## config.mk

```make
export PLATFORM = sky130hd
export DESIGN_NAME = ultrasonic_ranger
export DESIGN_NICKNAME = d
export VERILOG_FILES = /design/src/rtl/ultrasonic_ranger.sv
export SDC_FILE = /design/constraint.sdc
export NUM_CORES = 1
export LEC_CHECK = 0
export BUFFER_PORTS_ARGS = -buffer_cell sky130_fd_sc_hd__buf_2
export CAP_MARGIN = 0
export CORE_ASPECT_RATIO = 0.7
export CORE_UTILIZATION = 52
export DETAILED_ROUTE_END_ITERATION = 8
export PLACE_DENSITY = 0.81
export SYNTH_ARGS = -nofsm -noshare
export SYNTH_HDL_FRONTEND = slang
export SYNTH_SLANG_ARGS = --single-unit
```

## constraint.sdc

```tcl
create_clock -name clock -period 2 [get_ports clock]
set_clock_uncertainty 0.1 [all_clocks]
set_input_delay 0.2 -clock clock [delete_from_list [all_inputs] [get_ports clock]]
set_output_delay 0.2 -clock clock [all_outputs]
set_load 0.005 [all_outputs]
```

## src/rtl/ultrasonic_ranger.sv

```systemverilog
// HC-SR04 style ranger: periodic trigger, echo width in us,
// and a debounced near-target presence flag.
module ultrasonic_ranger #(
  parameter int US_DIV     = 50,
  parameter int TRIG_US    = 10,
  parameter int TIMEOUT_US = 30000,
  parameter int PERIOD_US  = 65000,
  parameter int NEAR_US    = 1160,
  parameter int CONFIRM    = 3
) (
  input  logic        clock,
  input  logic        reset_n,
  input  logic        enable,
  input  logic        echo,
  output logic        trigger,
  output logic        detect,
  output logic [15:0] echo_us,
  output logic        meas_valid,
  output logic        timeout
);
  localparam int PSW = $clog2(US_DIV + 1);
  localparam int PCW = $clog2(PERIOD_US + 1);
  localparam int CFW = $clog2(CONFIRM + 1);

  typedef enum logic [2:0] {
    IDLE, TRIG, WAIT_RISE, MEASURE, HOLDOFF
  } state_t;

  state_t state, state_n;

  logic [PSW-1:0] presc;
  logic [PCW-1:0] pcnt;
  logic [15:0]    scnt;
  logic [CFW-1:0] hcnt, mcnt, hcnt_n, mcnt_n;
  logic           echo_q, echo_s, echo_d;
  logic           tick, rise, fall;
  logic           wait_to, meas_to, done, hit, miss;

  assign tick = presc == PSW'(US_DIV - 1);
  assign rise = echo_s & ~echo_d;
  assign fall = ~echo_s & echo_d;

  assign hcnt_n = (hcnt == CFW'(CONFIRM)) ? hcnt
                                          : hcnt + CFW'(1);
  assign mcnt_n = (mcnt == CFW'(CONFIRM)) ? mcnt
                                          : mcnt + CFW'(1);

  always_ff @(posedge clock or negedge reset_n) begin
    if (!reset_n) state <= IDLE;
    else          state <= state_n;
  end

  // scnt is shared: trigger width, rise wait, echo width
  always_comb begin
    state_n = state;
    wait_to = 1'b0;
    meas_to = 1'b0;
    done    = 1'b0;
    hit     = 1'b0;
    miss    = 1'b0;
    if (!enable) begin
      state_n = IDLE;
    end else begin
      unique case (state)
        IDLE: state_n = TRIG;
        TRIG: begin
          if (tick && scnt == 16'(TRIG_US - 1))
            state_n = WAIT_RISE;
        end
        WAIT_RISE: begin
          if (rise) begin
            state_n = MEASURE;
          end else if (tick &&
                       scnt == 16'(TIMEOUT_US - 1)) begin
            state_n = HOLDOFF;
            wait_to = 1'b1;
            miss    = 1'b1;
          end
        end
        MEASURE: begin
          if (fall) begin
            state_n = HOLDOFF;
            done    = 1'b1;
            hit     = scnt < 16'(NEAR_US);
            miss    = !(scnt < 16'(NEAR_US));
          end else if (tick &&
                       scnt == 16'(TIMEOUT_US - 1)) begin
            state_n = HOLDOFF;
            meas_to = 1'b1;
            miss    = 1'b1;
          end
        end
        HOLDOFF: begin
          if (tick && pcnt >= PCW'(PERIOD_US - 1))
            state_n = IDLE;
        end
        default: state_n = IDLE;
      endcase
    end
  end

  always_ff @(posedge clock or negedge reset_n) begin
    if (!reset_n) begin
      echo_q     <= 1'b0;
      echo_s     <= 1'b0;
      echo_d     <= 1'b0;
      presc      <= '0;
      pcnt       <= '0;
      scnt       <= '0;
      hcnt       <= '0;
      mcnt       <= '0;
      trigger    <= 1'b0;
      detect     <= 1'b0;
      echo_us    <= '0;
      meas_valid <= 1'b0;
      timeout    <= 1'b0;
    end else begin
      echo_q     <= echo;
      echo_s     <= echo_q;
      echo_d     <= echo_s;
      meas_valid <= 1'b0;
      timeout    <= 1'b0;
      if (!enable) begin
        presc   <= '0;
        pcnt    <= '0;
        scnt    <= '0;
        hcnt    <= '0;
        mcnt    <= '0;
        trigger <= 1'b0;
        detect  <= 1'b0;
      end else begin
        trigger <= state_n == TRIG;
        if (state == IDLE || tick) presc <= '0;
        else                       presc <= presc + PSW'(1);
        if (state == IDLE)
          pcnt <= '0;
        else if (tick && pcnt != PCW'(PERIOD_US))
          pcnt <= pcnt + PCW'(1);
        if (state_n != state)
          scnt <= '0;
        else if (tick && (state == TRIG ||
                          state == WAIT_RISE ||
                          (state == MEASURE && echo_s)))
          scnt <= scnt + 16'd1;
        if (wait_to) timeout <= 1'b1;
        if (done) begin
          echo_us    <= scnt;
          meas_valid <= 1'b1;
        end
        if (meas_to) begin
          echo_us    <= 16'(TIMEOUT_US);
          meas_valid <= 1'b1;
          timeout    <= 1'b1;
        end
        unique case (1'b1)
          hit: begin
            hcnt <= hcnt_n;
            mcnt <= '0;
            if (hcnt_n == CFW'(CONFIRM)) detect <= 1'b1;
          end
          miss: begin
            mcnt <= mcnt_n;
            hcnt <= '0;
            if (mcnt_n == CFW'(CONFIRM)) detect <= 1'b0;
          end
          default: ;
        endcase
      end
    end
  end
endmodule

```

# --- Word-level counts from Yosys, hierarchy flattened ---
# Index checks and enable logic that the tools add are counted.
totals:
  reg_bits: 68
  inputBits: 4
  out_inout_bits: 20
op_classes:
  addsub: 5
  magnitude_cmp: 2
  eq_ne: 19
  muxes: 50
  bitwise_logic: 4
  n_reduce_logical: 14
op_table:
  columns: ["cell", "n"]
  rows:
  - ["16-bit 2-to-1 mux", 8]
  - ["16-bit by 1-bit adder with 16-bit output, second input constant", 2]
  - ["1-bit 2-to-1 mux", 25]
  - ["3-bit 2-to-1 mux", 6]
  - ["16-bit by 15-bit equality test with 1-bit output, second input constant", 1]
  - ["16-bit by 4-bit equality test with 1-bit output, second input constant", 1]
  - ["16-bit >= comparator, second input constant", 1]
  - ["16-bit by 11-bit less-than comparator with 1-bit output, second input constant", 1]
  - ["16-bit inequality test, second input constant", 1]
  - ["3-bit one-hot mux with 5 select lines", 1]
  - ["6-bit 2-to-1 mux", 2]
  - ["3-bit by 1-bit inequality test with 1-bit output, second input constant", 3]
  - ["2-bit equality test, second input constant", 4]
  - ["2-bit 2-to-1 mux", 4]
  - ["2-bit one-hot mux with 2 select lines", 2]
  - ["6-bit by 1-bit adder with 6-bit output, second input constant", 1]
  - ["3-bit by 1-bit equality test with 1-bit output, second input constant", 2]
  - ["3-bit by 2-bit equality test with 1-bit output, second input constant", 2]
  - ["6-bit equality test, second input constant", 1]
  - ["1-bit logical AND", 6]
  - ["3-bit by 2-bit inequality test with 1-bit output, second input constant", 2]
  - ["2-bit by 1-bit adder with 2-bit output, second input constant", 2]
  - ["1-bit one-hot mux with 2 select lines", 2]
  - ["3-bit equality test, second input constant", 1]
  - ["9 further kinds", 13]

# --- Longest topological paths before layout ---
# Gate-level depths: netlist (run 1).
logic_depth:
  word_depth: 9
  ltp_mapped: 10
  ltp_nobuf: 9

# --- Worst setup path after synthesis (run 1) ---
# Ideal clock, no wire load.
synth_path:
  path_type: "register to register"
  startpoint: "register scnt[4]"
  endpoint: "register trigger"
  setup_ns: 0.135
  t_arrival_ns: 1.947
  required_time_ns: 1.765
  setup_slack_ns: -0.181
  stages_incl_launch_ff: 7
  path_cell_list: "dfrtp_1 or4_4 nor3_4 nand3_2 a31o_1 a2111oi_2 nor3_1"
synth_between:
  elab_chain_cells: 8
  word_cells_on_any_way: 12
  classes_between: "eq/ne: 3; mux: 7; reduce/logical: 2"
synth_lines:
  columns: ["element", "line", "rtl"]
  rows:
  - ["start: declaration", "33", "logic [15:0] scnt;"]
  - ["start signal: assignment", "144", "scnt <= scnt + 16'd1;"]
  - ["16-bit by 15-bit equality test with 1-bit output", "74, 87", null]
  - ["1-bit logical AND", "73, 86", null]
  - ["3-bit 2-to-1 mux", "73, 86", null]
  - ["3-bit 2-to-1 mux (on tied branches)", "81, 71", null]
  - ["3-bit one-hot mux with 5 select lines *", "64", "unique case (state)"]
  - ["3-bit 2-to-1 mux *", "61", "if (!enable) begin"]
  - ["3-bit by 1-bit equality test with 1-bit output *", "132", "trigger <= state_n == TRIG;"]
  - ["1-bit 2-to-1 mux *", "123", "if (!enable) begin"]
  - ["end signal: assignment", "112", "trigger <= 1'b0;"]
  - ["end signal: assignment", "129", "trigger <= 1'b0;"]
  - ["end signal: assignment", "132", null]
  - ["end: declaration", "15", "output logic trigger,"]
# Every way passes the cells marked *; elsewhere a longest branch is shown, timed or not.
# A chain may end at the register's enable or synchronous reset.

# --- Final worst setup path (run 1) ---
layout_path:
  startpoint: "register presc[1]"
  endpoint: "register scnt[9]"
layout_between:
  elab_chain_cells: 9
  word_cells_on_any_way: 16
  classes_between: "eq/ne: 3; mux: 9; reduce/logical: 4"
layout_lines:
  columns: ["element", "line", "rtl"]
  rows:
  - ["start: declaration", "31", "logic [PSW-1:0] presc;"]
  - ["start signal: assignment", "134", "else presc <= presc + PSW'(1);"]
  - ["6-bit equality test *", "39", "assign tick = presc == PSW'(US_DIV - 1);"]
  - ["1-bit logical AND", "73, 86", null]
  - ["3-bit 2-to-1 mux", "73, 86", null]
  - ["3-bit 2-to-1 mux (on tied branches)", "81, 71", null]
  - ["3-bit one-hot mux with 5 select lines", "64", null]
  - ["3-bit 2-to-1 mux", "61", null]
  - ["3-bit inequality test", "139", "if (state_n != state)"]
  - ["16-bit 2-to-1 mux", "139", null]
  - ["16-bit 2-to-1 mux", "123", null]
# Marks and branches as above.

==> summary.md, run 1 <==
| Metric | Value |
|---|---|
| Total power | `2.64 mW` |
| GRT overflow | `0` |
| Hold wc startpoint | `enable` |
| Distinct cells, synth | `58` |
| Worst skew pair latency | `0.36 ns` |
| Synth Instances | `between 300 and 400` |
| Adder-cell share of the synthesized area | `0.0221` |
| Synthesis-stage register bit count | `68` |
| Dpl ws | `-0.185 ns` |
| Arrival time worst endpoint | `approximately 2.4 ns` |
| Worst Max-Slew Pin Slew | `0.599 ns` |
| Leakage | `2.05 nW` |
| Final min period | `approximately 2.3 ns` |
| Post-synthesis mux area share | `0` |
| Synth Area in Simple Gates | `0.246` |
| Layout Nets | `441` |
| Mapped cell area | `around 3400 um2` |
| Num CTS Buffers | `9` |
| Vias in the first global route | `2865` |
| Synth Warn # | `0` |
| Relative slew margins | `0.598` |
| Outcome | `finished, violations left` |
| Worst-path clk slew | `around 0.07 ns` |
| Setup crit end kind | `flop` |
| Routed vias | `roughly 3000` |
| Final Cycle Share | `1.13` |
| Non-filler cells, final | `~510` |
| WL per Instance | `roughly 18 um` |
| Die ar. | `6850 um2` |
| Max cap viols | `0` |
| ANT nets after route | `0` |
| Initial antenna violation count | `0` |
| Die W | `~100 um` |
| Final WL | `just over 9000 um` |
| Syn nets | `363` |
| CTS HTree Levels | `3` |
| Max Clock Freq | `444 MHz` |
| Worst hold path class | `primary input to flop` |
| DRC violation count after routing | `1` |
| CP startpoint kind | `flop` |
| Die Y-Extent | `69.6 um` |
| WP data required | `~2.1 ns` |
| R2R cell count | `9` |
| First-pass GRT wire length | `13700 um` |
| CTS tree | `done` |
| Ports | `24` |
| Core area | `6250 um2` |
| Clk root buf | `clkbuf_8` |
| Area Growth Syn to Fin | `29.4%` |
| Hold path depth | `3` |
| Complex-gate fraction of the synthesized area | `0.113` |
| Slew Viols, Final | `0` |
| Routability cong. | `0.888` |
| Failing checks | `DRC, setup timing` |
| VDD IR max | `approximately 410 uV` |
| Drt pass-1 iters | `9` |
| RSZ-0062 raised after global routing | `yes` |
| # setup viols final | `51` |
| Syn Area/Cell | `9.61 um2` |
| Largest family of logic cells by synthesized area | `simple AND/OR/NAND/NOR gates` |
| Clock Path Buffers | `2` |
| IO buf count | `23` |
| Final Hold Viols | `0` |
| Antenna cell count | `0` |
| Crit path from | `presc[1]` |
| Start of the worst register-to-register path | `presc[1]` |
| Final HPWL DP | `5480 um` |
| GRT Util Overall | `0.258` |
| WS Path Type | `flop to flop` |
| DR iter-0 viols | `between 200 and 300` |
| Pwr Density | `around 600 nW/um2` |
| Critical Path Fanout Max | `4` |
| Worst Setup Slack, final | `-0.253 ns` |
| EDFF count, synth | `0` |
| Vias per cell | `5.94` |
| Main synth FF type | `dfrtp_1` |
| Largest net degree at the start of global routing | `69` |
| FFs w/ async S/R, synth | `1.00` |
| Starting density of the core | `0.543` |
| Share of cells above drive strength 1 | `0.299` |
| Xor/xnor share of the synthesized area | `0.0827` |
| Dpl cells | `487` |
| Std-Cell Rows | `24` |
| Clock sinks | `about 70` |
| Seq/Total Area, Yosys | `0.502` |
| Hold_ws | `0.0488 ns` |
registers in the layout, indices dropped and copies added, names as in the netlist, 2 cells and up:
| signal | cells |
|---|---|
| echo_us | 16 |
| hcnt | 2 |
| mcnt | 2 |
| pcnt | 16 |
| presc | 6 |
| scnt | 16 |
| state | 3 |
layer usage:
layer	wire length (um)	part of all wire	vias to the layer above	GRT usage
met3	606	0.066	31	0.0685
met1	4040	0.44	1498	0.361
met2	4250	0.46	131	0.383
met5	0	0	-	0
met4	270	0.029	0	0.101
li1	-	-	1389	-
where the power goes:
part | internal, mW | switching (mW) | total (mW)
Combinational | 0.0374 | 0.0749 | 0.112
Sequential | 1.38 | 0.00946 | 1.39
Clock | 0.596 | 0.545 | 1.14
Total | 2.01 | 0.630 | 2.64
cell usage after synthesis, types with 2 or more instances:
library cell	instances	share of area
dfrtp_1	68	0.50
nor2_1	48	0.053
nand2_1	43	0.048
xor2_1	18	0.046
nand3_1	15	0.022
inv_1	14	0.015
xnor2_1	14	0.036
a21oi_1	11	0.016
clkbuf_1	10	0.011
nand4_1	9	0.017
o21ai_0	8	0.012
nor3_1	7	0.010
nor4_1	7	0.013
and3_1	6	0.011
ha_1	6	0.022
nand2b_1	6	0.011
a22o_1	4	0.010
o21ai_1	4	0.0059
o31ai_1	4	0.0089
a31oi_1	3	0.0055
and4_1	3	0.0078
buf_2	3	0.0044
a21o_1	2	0.0044
and4_2	2	0.0059
nand3b_1	2	0.0044
nor2b_1	2	0.0037
o21a_1	2	0.0044
or3_1	2	0.0037
repair_timing:
item | 4_1_cts | 5_1_grt
gates resized for setup | 10 | 30
hold buffers | 2 | 0
buffers inserted | 3 | 7
endpoints found under the setup margin | 40 | 58
cloned | 1 | 0
pin swaps | 4 | 18
endpoints found under the hold margin | 69 | 0
area by class of cell:
class | instances | area (um2)
clock inverter | 5 | 52.6
clock buffer | 10 | 138
timing repair buffer | 81 | 614
fill | 418 | 1860
sequential | 68 | 1700
tap | 78 | 97.6
multi-input combinational | 256 | 1720
inverter | 15 | 62.6
stage by stage:
step,area (um2),TNS [ns],util
after floorplan,3420,-0.683,-
after global placement,3940,-0.470,0.631
after detailed placement,3940,-3.31,0.631
after CTS,4230,-2.43,0.678
after global routing,4390,-11.25,0.703
final,4390,-5.93,0.703
final timing paths:
check                              endpoint  slack (ns)
worst min-delay path               state[0]        0.05
worst min register to register       echo_s        0.25
max in group asynchronous        echo_us[7]        1.21
worst max-delay path                scnt[9]       -0.25
min in group asynchronous       echo_us[15]        0.30
worst max register to register      scnt[9]       -0.25
layout by cell type, fill, tap and decap left out, types with 3 or more instances in the layout:
master / Yosys / layout
a22o_1: 4 / 4
nand2_1: 43 / 40
o21ai_1: 4 / 4
nand3_1: 15 / 14
ha_1: 6 / 4
buf_4: 1 / 45
nand4_1: 9 / 9
inv_1: 14 / 12
xor2_1: 18 / 18
buf_2: 3 / 23
nor4_1: 7 / 5
xnor2_1: 14 / 13
clkinv_2: 0 / 4
clkbuf_8: 0 / 10
nor2_1: 48 / 47
o21ai_0: 8 / 7
and3_1: 6 / 6
a21oi_1: 11 / 9
dfrtp_1: 68 / 68
nor3_1: 7 / 6
and4_1: 3 / 3
o31ai_1: 4 / 3
buf_6: 0 / 9
nand2b_1: 6 / 6
critical path, stage by stage (launching register included):
cell	delay (ns)
dfrtp_1	0.39
inv_1	0.06
ha_2	0.19
nand4b_2	0.20
nor4_1	0.35
buf_4	0.18
nand3_1	0.17
buf_4	0.20
xnor2_1	0.20
nor2_1	0.08
cells by family (layout without fill, tap and decap cells):
family                   after synthesis  after routing
AO/OA/AOI/OAI                         54             54
AND/OR/NAND/NOR                      164            164
flip-flops                            68             68
adder cells (fa/ha/maj)                6              6
XOR/XNOR                              32             32
buffers and inverters                 29            111
Note: power is estimated with default switching activity, not from simulation.
==> inputs of run 2 (changes only) <==
--- a/config.mk
+++ b/config.mk
@@ -7,7 +7,7 @@
 export LEC_CHECK = 0
 export BUFFER_PORTS_ARGS = -buffer_cell sky130_fd_sc_hd__buf_2
 export CAP_MARGIN = 0
-export CORE_ASPECT_RATIO = 0.7
+export CORE_ASPECT_RATIO = 0.8
 export CORE_UTILIZATION = 52
 export DETAILED_ROUTE_END_ITERATION = 8
 export PLACE_DENSITY = 0.81
==> run 2 against run 1 <==
  * The run ends with setup timing left
  * Global-route usage decreased by 0.15 points
  * Power increased by 4.1%
  * Sequential share of layout area is 0.68 points lower
  * Critical path depth decreased by 2
==> summary.md, run 2 (synthesis results as in run 1) <==
| Metric | Value |
|---|---|
| Max Clock Freq | `approximately 420 MHz` |
| Worst Setup Slack, final | `-0.371 ns` |
| Routed vias | `between 3000 and 4000` |
| RSZ-0062 raised after global routing | `yes` |
| Worst skew pair latency | `0.35 ns` |
| WP data required | `2.13 ns` |
| Dpl cells | `~490` |
| Num CTS Buffers | `9` |
| Core area | `6100 um2` |
| Final min period | `2.37 ns` |
| Placed cell areas | `3920 um2` |
| DRC violation count after routing | `0` |
| WL per Instance | `18.0 um` |
| R2R Setup Slk | `-0.37 ns` |
| Outcome | `finished, violations left` |
| Starting density of the core | `0.556` |
| WS Path Type | `flop to flop` |
| Slew Viols, Final | `0` |
| Fill count | `just under 400` |
| Top Family by Delay on Critical Path | `simple AND/OR/NAND/NOR gates` |
| Worst Max-Slew Pin Slew | `slightly below 0.5 ns` |
| Non-filler cells, final | `514` |
| Final HPWL DP | `about 5300 um` |
| CP max-delay cell | `or4_4` |
| Setup crit end kind | `flop` |
| Vias in the first global route | `approximately 2600` |
| CTS tree | `done` |
| Ports | `24` |
| Internal power | `2.15 mW` |
| Antenna cell count | `0` |
| Drt pass-1 iters | `5` |
| Relative slew margins | `0.670` |
| Reg power frac | `0.506` |
| Worst Path Buf+Inv | `1` |
| GRT Util Overall | `0.256` |
| Clk root buf | `clkbuf_8` |
| # setup viols final | `44` |
| Std-Cell Rows | `25` |
| Arrival time worst endpoint | `between 2 and 3 ns` |
| First-pass GRT wire length | `13000 um` |
| Psw | `roughly 0.60 mW` |
| Worst hold path class | `primary input to flop` |
| Routability cong. | `between 0.9 and 1` |
| ANT nets after route | `0` |
| Die W | `92.3 um` |
| Max cap viols | `0` |
| Clock sinks | `approximately 70` |
| Failing checks | `setup timing` |
| Vias per cell | `6.01` |
| CP startpoint kind | `flop` |
| Die ar. | `just under 7000 um2` |
| Critical Path Fanout Max | `3` |
| CTS HTree Levels | `3` |
| Regs by FF count | `echo_us (16), pcnt (16), scnt (16)` |
| Commonest non-fill, non-tap cell in the layout | `dfrtp_1` |
| Most frequent cells in the layout | `dfrtp_1 (68), nor2_1 (47), buf_4 (39)` |
| GRT overflow | `0` |
| Final Cycle Share | `1.19` |
| Leakage | `a little over 2 nW` |
| Hold_ws | `between 0.06 and 0.07 ns` |
| Pwr Density | `616 nW/um2` |
| Layout Nets | `438` |
| Total power | `2.75 mW` |
| VDD IR max | `approximately 610 uV` |
| Final Hold Viols | `0` |
| Net Sw Frac | `0.218` |
| DR iter-0 viols | `344` |
| IO buf count | `23` |
| Die Y-Extent | `roughly 74 um` |
| Critical path, cell by cell | `or4_4 -> nor3_4 -> buf_4 -> a41o_4 -> or2_2 -> a31oi_1 -> o31ai_1` |
| Setup total negative slack | `-8.73 ns` |
| Largest net degree at the start of global routing | `49` |
| Area Growth Syn to Fin | `31.7%` |
| Final instance area | `around 4500 um2` |
| Clock power frac | `0.453` |
| Final WL | `just over 9000 um` |
| Share of cells above drive strength 1 | `0.314` |
| Worst-path clk slew | `0.07 ns` |
| Crit-path max cell delay | `0.59 ns` |
| Clock Path Buffers | `2` |
| Comb pwr share | `0.041` |
| Initial antenna violation count | `0` |
## run 2: metrics by stage
step / setup WS (ns) / util
after floorplan: -0.0641 / -
after global placement: -0.0577 / 0.642
after detailed placement: -0.156 / 0.642
after CTS: -0.136 / 0.703
after global routing: -0.390 / 0.732
final: -0.371 / 0.732
## run 2: path summary, 6_finish.rpt
| check | endpoint | depth (start not counted) | start |
|---|---|---|---|
| hold / removal | trigger | 3 | enable |
| max in group asynchronous | pcnt[12] | 3 | reset_n |
| setup reg to reg | detect | 7 | scnt[9] |
| setup / recovery | detect | 7 | scnt[9] |
| hold reg to reg | echo_s | 0 | echo_q |
| min in group asynchronous | scnt[3] | 2 | reset_n |
## run 2: repair_timing
action,in CTS,in global routing
resized for setup,17,37
hold buffers,2,0
pin swaps,6,26
buffers inserted,7,3
endpoints found under the setup margin,45,55
cloned,0,1
endpoints found under the hold margin,21,0
## run 2: power groups by stage
stage	clock [mW]	sequential (mW)	combinational, mW
floorplan	0	1.41	0.0464
global placement	0	1.42	0.102
detailed placement	0	1.42	0.104
CTS	1.26	1.39	0.109
global route	1.30	1.39	0.125
finish	1.25	1.39	0.113
## run 2: layout make-up
| class | instances | area, um2 | area share |
|---|---|---|---|
| inverter | 15 | 60.1 | 0.0134 |
| timing repair buffer | 77 | 601 | 0.134 |
| clock buffer | 12 | 145 | 0.0325 |
| clock inverter | 4 | 72.6 | 0.0162 |
| timing repair inverter | 1 | 7.51 | 0.00168 |
| sequential | 68 | 1700 | 0.381 |
| tap | 81 | 101 | 0.0227 |
| multi-input combinational | 256 | 1780 | 0.398 |
## run 2: worst reg2reg max path: stages (launching register included)
cell	delay [ns]
dfrtp_1	0.41
or4_4	0.59
nor3_4	0.22
buf_4	0.16
a41o_4	0.22
or2_2	0.15
a31oi_1	0.10
o31ai_1	0.29
## run 2: layer usage
layer  vias up  GRT usage  share of wire  wire, um
met5         -          0              0         0
met4         0      0.125          0.038       348
met3        39     0.0613          0.069       642
met2       173      0.382           0.47      4340
met1      1489      0.357           0.43      3940
li1       1386          -              -         -
